File: src/rtl/ball_motion.sv
// ball_motion: ball position engine for RWPONG; turns clk_ball rising edges into moves,
// resolves wall/paddle bounces and miss scoring.
module ball_motion #(
   parameter int H_MAX      = 640,
   parameter int V_MAX      = 480,
   parameter int BALL_SIZE  = 8,
   parameter int PADDLE_L_X = 16,
   parameter int PADDLE_R_X = 616,
   parameter int PADDLE_W   = 8,
   parameter int PADDLE_H   = 64,
   parameter int HOLD_TICKS = 64
) (
   input  logic       clk,
   input  logic       rst,
   input  logic       clk_ball,
   input  logic       serve,
   input  logic [9:0] paddle_l_y,
   input  logic [9:0] paddle_r_y,
   output logic [9:0] ball_x,
   output logic [9:0] ball_y,
   output logic       in_play,
   output logic       score_l,
   output logic       score_r
);
   localparam int CX = (H_MAX - BALL_SIZE) / 2;
   localparam int CY = (V_MAX - BALL_SIZE) / 2;
   localparam int XM = H_MAX - BALL_SIZE;
   localparam int YM = V_MAX - BALL_SIZE;
   localparam int HW = $clog2(HOLD_TICKS + 1);

   typedef enum logic [1:0] {IDLE, PLAY, SCORED} state_t;
   state_t state;

   logic sync1, sync2, prev, tick, dx, dy, serve_dir, ndx, ndy, ov_l, ov_r;
   logic [HW-1:0] hold;
   logic [10:0] bx, by;

   // 11-bit compares so ball_y+BALL_SIZE and P+PADDLE_H never wrap
   always_comb begin
      bx   = {1'b0, ball_x};
      by   = {1'b0, ball_y};
      tick = sync2 & ~prev;
      ov_l = (by + 11'(BALL_SIZE) > {1'b0, paddle_l_y}) && (by < {1'b0, paddle_l_y} + 11'(PADDLE_H));
      ov_r = (by + 11'(BALL_SIZE) > {1'b0, paddle_r_y}) && (by < {1'b0, paddle_r_y} + 11'(PADDLE_H));
      ndy  = (!dy && by == 11'd0) ? 1'b1 : (dy && by == 11'(YM)) ? 1'b0 : dy;
      ndx  = (!dx && bx == 11'(PADDLE_L_X + PADDLE_W) && ov_l) ? 1'b1 :
             (dx && bx + 11'(BALL_SIZE) == 11'(PADDLE_R_X) && ov_r) ? 1'b0 : dx;
   end

   always_ff @(posedge clk) begin
      if (rst) begin
         state     <= IDLE;
         ball_x    <= 10'(CX);
         ball_y    <= 10'(CY);
         dx        <= 1'b1;
         dy        <= 1'b1;
         serve_dir <= 1'b1;
         in_play   <= 1'b0;
         score_l   <= 1'b0;
         score_r   <= 1'b0;
         sync1     <= 1'b0;
         sync2     <= 1'b0;
         prev      <= 1'b0;
         hold      <= '0;
      end else begin
         sync1   <= clk_ball;
         sync2   <= sync1;
         prev    <= sync2;
         score_l <= 1'b0;
         score_r <= 1'b0;
         case (state)
            IDLE: if (serve) begin
               state     <= PLAY;
               in_play   <= 1'b1;
               dx        <= serve_dir;
               dy        <= 1'b1;
               serve_dir <= ~serve_dir;
            end
            PLAY: if (tick) begin
               if (!dx && bx == 11'd0) begin
                  score_r <= 1'b1;
                  state   <= SCORED;
                  in_play <= 1'b0;
               end else if (dx && bx == 11'(XM)) begin
                  score_l <= 1'b1;
                  state   <= SCORED;
                  in_play <= 1'b0;
               end else begin
                  dx     <= ndx;
                  dy     <= ndy;
                  ball_x <= ndx ? ball_x + 10'd1 : ball_x - 10'd1;
                  ball_y <= ndy ? ball_y + 10'd1 : ball_y - 10'd1;
               end
            end
            SCORED: if (tick) begin
               if (hold == HW'(HOLD_TICKS - 1)) begin
                  state  <= IDLE;
                  hold   <= '0;
                  ball_x <= 10'(CX);
                  ball_y <= 10'(CY);
               end else begin
                  hold <= hold + 1'b1;
               end
            end
            default: state <= IDLE;
         endcase
      end
   end
endmodule

File: config.mk
export PLATFORM = sky130hd
export DESIGN_NAME = ball_motion
export DESIGN_NICKNAME = d
export VERILOG_FILES = /design/src/rtl/ball_motion.sv
export SDC_FILE = /design/constraint.sdc
export NUM_CORES = 1
export LEC_CHECK = 0
export ABC_AREA = 1
export BUFFER_PORTS_ARGS = -buffer_cell sky130_fd_sc_hd__buf_2
export CAP_MARGIN = 5
export CORE_UTILIZATION = 45
export DETAILED_ROUTE_END_ITERATION = 7
export SETUP_SLACK_MARGIN = 0.1
export SYNTH_ARGS = -nofsm -noshare
export SYNTH_HDL_FRONTEND = slang
export SYNTH_SLANG_ARGS = --single-unit
File: constraint.sdc
create_clock -name clk -period 4.5 [get_ports clk]
set_input_delay 0.45 -clock clk [delete_from_list [all_inputs] [get_ports clk]]
set_output_delay 0.45 -clock clk [all_outputs]
set_load 0.02 [all_outputs]
; After elaboration in Yosys (flattened, before gate mapping)
; Index checks and enable logic that the tools add are counted.
[classes]
n_addsub = 9
magnitude_cmp = 4
n_eq_ne = 14
muxes = 42
bitwise_logic = 5
reduce_logical = 25
[op_table]
columns = op, count
row1 = 2-to-1 mux 10 bit, 12
row2 = case mux 10 bit (2 select lines), 2
row3 = "adder 10 x 4 -> 11 bit, second input constant", 2
row4 = "adder 10 x 7 -> 11 bit, second input constant", 2
row5 = > comparator 11 x 10 -> 1 bit, 2
row6 = < comparator 10 x 11 -> 1 bit, 2
row7 = "adder 10 x 1 -> 10 bit, second input constant", 2
row8 = "subtractor 10 x 1 -> 10 bit, second input constant", 2
row9 = 2-to-1 mux 1 bit, 17
row10 = 2-to-1 mux 2 bit, 6
row11 = "inequality test 2 bit, second input constant", 6
row12 = "== test 11 x 10 -> 1 bit, second input constant", 1
row13 = zero test 11 bit, 1
row14 = "== test 10 bit, second input constant", 1
row15 = "== test 10 x 5 -> 1 bit, second input constant", 1
row16 = "== test 10 x 9 -> 1 bit, second input constant", 1
row17 = logical AND 1 bit, 10
row18 = zero test 10 bit, 1
row19 = AND reduction 5 bit, 2
row20 = "adder 7 x 1 -> 7 bit, second input constant", 1
row21 = "== test 7 x 6 -> 1 bit, second input constant", 1
row22 = 2-to-1 mux 7 bit, 1
row23 = case mux 1 bit (2 select lines), 3
row24 = case mux 2 bit (3 select lines), 1
row25 = 13 further kinds, 19
[word_totals]
ff_bits = 38
in_bits = 24
word_cells = 112

; Longest topological paths before layout
[logic_depth]
depth_word = 11
ltp_mapped = 24
ltp_nobuf = 24

; Worst setup path before layout
; No wires, ideal clock.
[synth_path]
path_kind = flip-flop to flip-flop
start = register ball_y[5]
end = register ball_x[8]
setup_ns = 0.061
arrival_ns = 3.414
required_time_ns = 4.439
setup_slack_ns = 1.025
stages_incl_launch_ff = 23
n_path_buf = 0
synth_period_minus_slack_ns = 3.475
path_cell_list = dfxtp_1 inv_1 nor2_1 nand2_1 xnor2_1 ha_1 a21oi_1 nor2_1 nor3_1 nand2_1 nand2_1 nand2_1 nand2_1 inv_1 ha_1 a21oi_1 nand2_1 nand4_1 o211ai_1 or2_2 a31oi_1 a21oi_1 nand2_1
[synth_between]
elab_chain_len = 11
elab_cells_between_ends = 16
classes_between = add/sub (1) / order compare (4) / mux (7) / reduce/logical (4)
[synth_lines]
columns = element, line_no
row1 = "start, declared", 20  ; output logic [9:0] ball_y,
row2 = "start signal, assigned", 54  ; ball_y <= 10'(CY);
row3 = "start signal, assigned", 92  ; ball_y <= ndy ? ball_y + 10'd1 : ball_y - 10'd1;
row4 = "start signal, assigned", 100  ; ball_y <= 10'(CY);
row5 = adder 10 x 4 -> 11 bit, "43, 44"
row6 = > comparator 11 x 10 -> 1 bit, 44  ; ov_r = (by + 11'(BALL_SIZE) > {1'b0, paddle_r_y}) && (by < {1'b0, paddle_r_y} + 11'(PADDLE_H));
row7 = logical AND 1 bit, 44
row8 = logical AND 1 bit, 47  ; (dx && bx + 11'(BALL_SIZE) == 11'(PADDLE_R_X) && ov_r) ? 1'b0 : dx;
row9 = 2-to-1 mux 1 bit, 47
row10 = 2-to-1 mux 1 bit *, 46  ; ndx = (!dx && bx == 11'(PADDLE_L_X + PADDLE_W) && ov_l) ? 1'b1 :
row11 = 2-to-1 mux 10 bit *, 91  ; ball_x <= ndx ? ball_x + 10'd1 : ball_x - 10'd1;
row12 = 2-to-1 mux 10 bit *, 84  ; end else if (dx && bx == 11'(XM)) begin
row13 = 2-to-1 mux 10 bit *, 80  ; if (!dx && bx == 11'd0) begin
row14 = 2-to-1 mux 10 bit *, 79  ; PLAY: if (tick) begin
row15 = case mux 10 bit (2 select lines) *, 71  ; case (state)
row16 = "end signal, assigned", 53  ; ball_x <= 10'(CX);
row17 = "end signal, assigned", 91
row18 = "end signal, assigned", 99  ; ball_x <= 10'(CX);
row19 = "end, declared", 19  ; output logic [9:0] ball_x,
; Every way passes the cells marked *; elsewhere a longest branch is shown, timed or not. The select of a mux whose other input is x is not followed.
; A chain may end at the register's enable or synchronous reset.

; Worst setup path in the final report
[layout_path]
start = register ball_y[4]
end = register ball_x[8]
; The elaborated chain is that of the path after synthesis.

==> flow_results.xml <==
<?xml version="1.0" encoding="UTF-8"?>
<metrics>
  <group name="outcome">
    <metric name="outcome" unit="">complete, no violations</metric>
  </group>
  <group name="cts">
    <metric name="clock_tree.root_cell" unit="">sky130_fd_sc_hd__clkbuf_8</metric>
    <metric name="tritoncts.num_buffers" unit="">5</metric>
    <metric name="tritoncts" unit="">done</metric>
    <metric name="h_tree_depth" unit="">2</metric>
    <metric name="max-clock-path-buffers" unit="">2</metric>
    <metric name="clock_latency" unit="ns">0.30</metric>
    <metric name="tritoncts_num_sinks" unit="">38</metric>
    <metric name="path_clk_slew" unit="ns">0.09</metric>
  </group>
  <group name="drt">
    <metric name="via_per_inst" unit="">5.130</metric>
    <metric name="wl_per_cell" unit="microns">12.87</metric>
    <metric name="post-route-drc-count" unit="">0</metric>
    <metric name="drt_first_pass_iters" unit="">5</metric>
    <metric name="detailed_router_s_first_iteration_violation_count" unit="">141</metric>
    <metric name="antenna_left" unit="">0</metric>
    <metric name="detailroute.via_count" unit="">3406</metric>
    <metric name="detail_route.wirelength" unit="microns">8543</metric>
  </group>
  <group name="critical_path">
    <metric name="end_kind" unit="">register</metric>
    <metric name="cp.arrival" unit="ns">4.07</metric>
    <metric name="worst-endpoint-required" unit="ns">4.72</metric>
    <metric name="startpoint_type_of_the_worst_setup_path" unit="">register</metric>
    <metric name="timing.setup.critical_path_class" unit="">reg2reg</metric>
    <metric name="crit_fanout" unit="">9</metric>
  </group>
  <group name="power_and_ir_drop">
    <metric name="power.leakage" unit="nW">1.981</metric>
    <metric name="vdd.ir_drop.worst" unit="V">0.0002360</metric>
    <metric name="power_density" unit="mW/mm^2">332.0</metric>
    <metric name="p_total" unit="mW">1.303</metric>
  </group>
  <group name="floorplan">
    <metric name="dieHeight" unit="microns">89.98</metric>
    <metric name="core_area" unit="sq mm">0.007370</metric>
    <metric name="die_area" unit="sq mm">0.008096</metric>
    <metric name="effective_utilization_at_floorplan" unit="">0.4727</metric>
    <metric name="io-pin-count" unit="">47</metric>
    <metric name="rows" unit="">31</metric>
    <metric name="die_w" unit="microns">89.98</metric>
  </group>
  <group name="logic_synthesis">
    <metric name="synth-edff-count" unit="">0</metric>
    <metric name="synth-main-ff-cell" unit="">sky130_fd_sc_hd__dfxtp_1</metric>
    <metric name="synth_top_cell_area_share" unit="">0.2184</metric>
    <metric name="post_synth_instance_area" unit="sq mm">0.003483</metric>
    <metric name="yosys-top-cells-count" unit="">sky130_fd_sc_hd__nand2_1 (117), sky130_fd_sc_hd__inv_1 (68), sky130_fd_sc_hd__nor2_1 (58), sky130_fd_sc_hd__ha_1 (55), sky130_fd_sc_hd__a21oi_1 (45)</metric>
    <metric name="synth.area.top_cells" unit="">sky130_fd_sc_hd__dfxtp_1 (22%), sky130_fd_sc_hd__ha_1 (20%), sky130_fd_sc_hd__nand2_1 (13%), sky130_fd_sc_hd__inv_1 (7.3%), sky130_fd_sc_hd__a21oi_1 (6.5%)</metric>
    <metric name="synthesis.area_per_instance" unit="sq um">6.751</metric>
    <metric name="synth_sequential_area_ratio" unit="">0.2184</metric>
    <metric name="ys_types" unit="">39</metric>
    <metric name="ys.warnings.count" unit="">0</metric>
    <metric name="yosys.cell_count.top_type" unit="">sky130_fd_sc_hd__nand2_1</metric>
    <metric name="ys_ff_latch" unit="">38</metric>
    <metric name="synth_cells" unit="">516</metric>
    <metric name="async_reset_ff_frac" unit="">0</metric>
    <metric name="post-synth-top-area-cell" unit="">sky130_fd_sc_hd__dfxtp_1</metric>
    <metric name="postSynthNetCount" unit="">597</metric>
  </group>
  <group name="timing">
    <metric name="setup_viol_count_final" unit="">0</metric>
    <metric name="final_period_minus_worst_setup_slack" unit="ns">3.851</metric>
    <metric name="unrepaired_setup_endpoints_after_global_routing" unit="">no</metric>
    <metric name="fmax" unit="MHz">259.7</metric>
    <metric name="setup_tns" unit="ns">0</metric>
    <metric name="slew_headroom" unit="">0.5772</metric>
    <metric name="fin_crit_sh" unit="">0.8557</metric>
    <metric name="layout_skew" unit="ns">0.007295</metric>
    <metric name="max_slew_vio_count" unit="">0</metric>
    <metric name="hold_viol" unit="">0</metric>
    <metric name="timing_worst_slew_pin_value" unit="ns">0.6303</metric>
  </group>
  <group name="grt">
    <metric name="grt_remaining_overflow" unit="">0</metric>
    <metric name="gr-usage-all-layers" unit="">0.2220</metric>
    <metric name="grt_max_degree" unit="">19</metric>
    <metric name="via_count_of_the_first_global_routing_pass" unit="">3129</metric>
    <metric name="wire_length_of_the_first_global_routing_pass" unit="microns">14680</metric>
    <metric name="grt_antenna_before_repair" unit="">0</metric>
  </group>
  <group name="min_path">
    <metric name="worstHoldPathType" unit="">in2reg</metric>
  </group>
  <group name="layout">
    <metric name="antenna_cell_count" unit="">0</metric>
    <metric name="area.growth.synth_to_final" unit="%">12.68</metric>
    <metric name="post_route_cells_drive_above_1_share" unit="">0.1204</metric>
    <metric name="layout.nets" unit="">645</metric>
  </group>
  <group name="place">
    <metric name="hpwlAfterDp" unit="microns">6664</metric>
    <metric name="io_buffers" unit="">46</metric>
    <metric name="place_congestion" unit="">0.8937</metric>
  </group>
  <group name="run">
    <metric name="drv_cap" unit="">0</metric>
  </group>
</metrics>
==> sequential cells by signal, summed over array words and instances (netlist names) <==
name / count
ball_x: 10
ball_y: 10
hold: 7
state: 2
dx: 1
dy: 1
in_play: 1
prev: 1
score_l: 1
score_r: 1
serve_dir: 1
sync1: 1
sync2: 1
==> worst max-delay path, stage by stage, from the launching register on <==
cell	delay (ns)
sky130_fd_sc_hd__dfxtp_1	0.53
sky130_fd_sc_hd__nand2_1	0.12
sky130_fd_sc_hd__nor2_1	0.20
sky130_fd_sc_hd__nand2_1	0.12
sky130_fd_sc_hd__xnor2_1	0.21
sky130_fd_sc_hd__ha_1	0.28
sky130_fd_sc_hd__a21oi_1	0.14
sky130_fd_sc_hd__nor2_1	0.05
sky130_fd_sc_hd__nor3_1	0.16
sky130_fd_sc_hd__nand2_1	0.07
sky130_fd_sc_hd__nand2_1	0.07
sky130_fd_sc_hd__nand2_1	0.08
sky130_fd_sc_hd__nand2_1	0.13
sky130_fd_sc_hd__inv_1	0.18
sky130_fd_sc_hd__ha_1	0.39
sky130_fd_sc_hd__a21oi_1	0.17
sky130_fd_sc_hd__nand2_1	0.11
sky130_fd_sc_hd__nand4_1	0.09
sky130_fd_sc_hd__o211ai_1	0.10
sky130_fd_sc_hd__or2_2	0.28
sky130_fd_sc_hd__a31oi_1	0.13
sky130_fd_sc_hd__a21oi_1	0.05
sky130_fd_sc_hd__nand2_1	0.07
==> layout make-up <==
type	instances	area, sq um
fillers	767	3445
well taps	99	123.9
clock buffers	6	72.57
repair buffers	47	237.7
clock inverters	2	37.54
inverters	69	259.0
flip-flops and latches	38	763.2
multi-input cells	403	2431
==> final timing paths <==
| path | from | end | slack [ns] | cells past startpoint |
|---|---|---|---|---|
| setup / recovery | ball_y[4]$_SDFFE_PP0P_ | ball_x[8]$_SDFFE_PP1P_ | 0.65 | 22 |
| hold / removal | clk_ball | sync1$_SDFF_PP0_ | 0.35 | 3 |
| setup reg to reg | ball_y[4]$_SDFFE_PP0P_ | ball_x[8]$_SDFFE_PP1P_ | 0.65 | 22 |
| hold reg to reg | sync1$_SDFF_PP0_ | sync2$_SDFF_PP0_ | 0.41 | 2 |
==> metrics by stage <==
step	hold slack [ns]	utilization	cells	area, sq um	setup slack (ns)
floorplan	0.3883	-	516	3483	1.025
global placement	0.4008	0.5173	656	3812	0.7610
detailed placement	0.3975	0.5173	656	3812	0.6426
CTS	0.3435	0.5323	664	3923	0.6074
global route	0.3473	0.5326	664	3925	0.1254
finish	0.3512	0.5326	664	3925	0.6494
==> cells by family (layout without fill, tap and decap cells) <==
logic type	Yosys count	in the layout	synth area share
xor+xnor	20	20	0.05029
compound gates	92	92	0.1530
flops	38	38	0.2184
simple gates	234	234	0.2856
fa+ha+maj	57	57	0.2091
buf+inv	75	124	0.08369
==> report_power, final <==
group,internal [mW],switching [mW]
clock network,0.166,0.140
registers,0.365,0.0481
logic,0.229,0.355
total,0.760,0.543
==> cells in the final DEF (no fill, tap or decap), types with 4 or more instances in the layout <==
cell type                  instances
sky130_fd_sc_hd__o211ai_1          4
sky130_fd_sc_hd__nand4_1           7
sky130_fd_sc_hd__o22ai_1           7
sky130_fd_sc_hd__buf_2            46
sky130_fd_sc_hd__o21ai_0          14
sky130_fd_sc_hd__xor2_1           13
sky130_fd_sc_hd__nand2_1         117
sky130_fd_sc_hd__ha_1             55
sky130_fd_sc_hd__a21o_1            6
sky130_fd_sc_hd__dfxtp_1          36
sky130_fd_sc_hd__xnor2_1           7
sky130_fd_sc_hd__nor3_1            8
sky130_fd_sc_hd__nor2_1           58
sky130_fd_sc_hd__o21ai_1           4
sky130_fd_sc_hd__inv_1            68
sky130_fd_sc_hd__a21oi_1          45
sky130_fd_sc_hd__clkbuf_8          5
sky130_fd_sc_hd__nand3_1          31
==> metal layers <==
metal  GRT usage  vias to the layer above  routed length (microns)
li1            -                     1812                        -
met3     0.03723                       10                      387
met4     0.05914                        0                       91
met1      0.3141                     1519                     4456
met5           0                        -                        0
met2      0.3487                       65                     3607
==> repair_timing <==
action,in CTS,in global routing
hold buffers,0,0
endpoints found under the setup margin,0,1
gates resized for setup,0,2
buffers inserted,0,0
(Power assumes the default switching activity.)
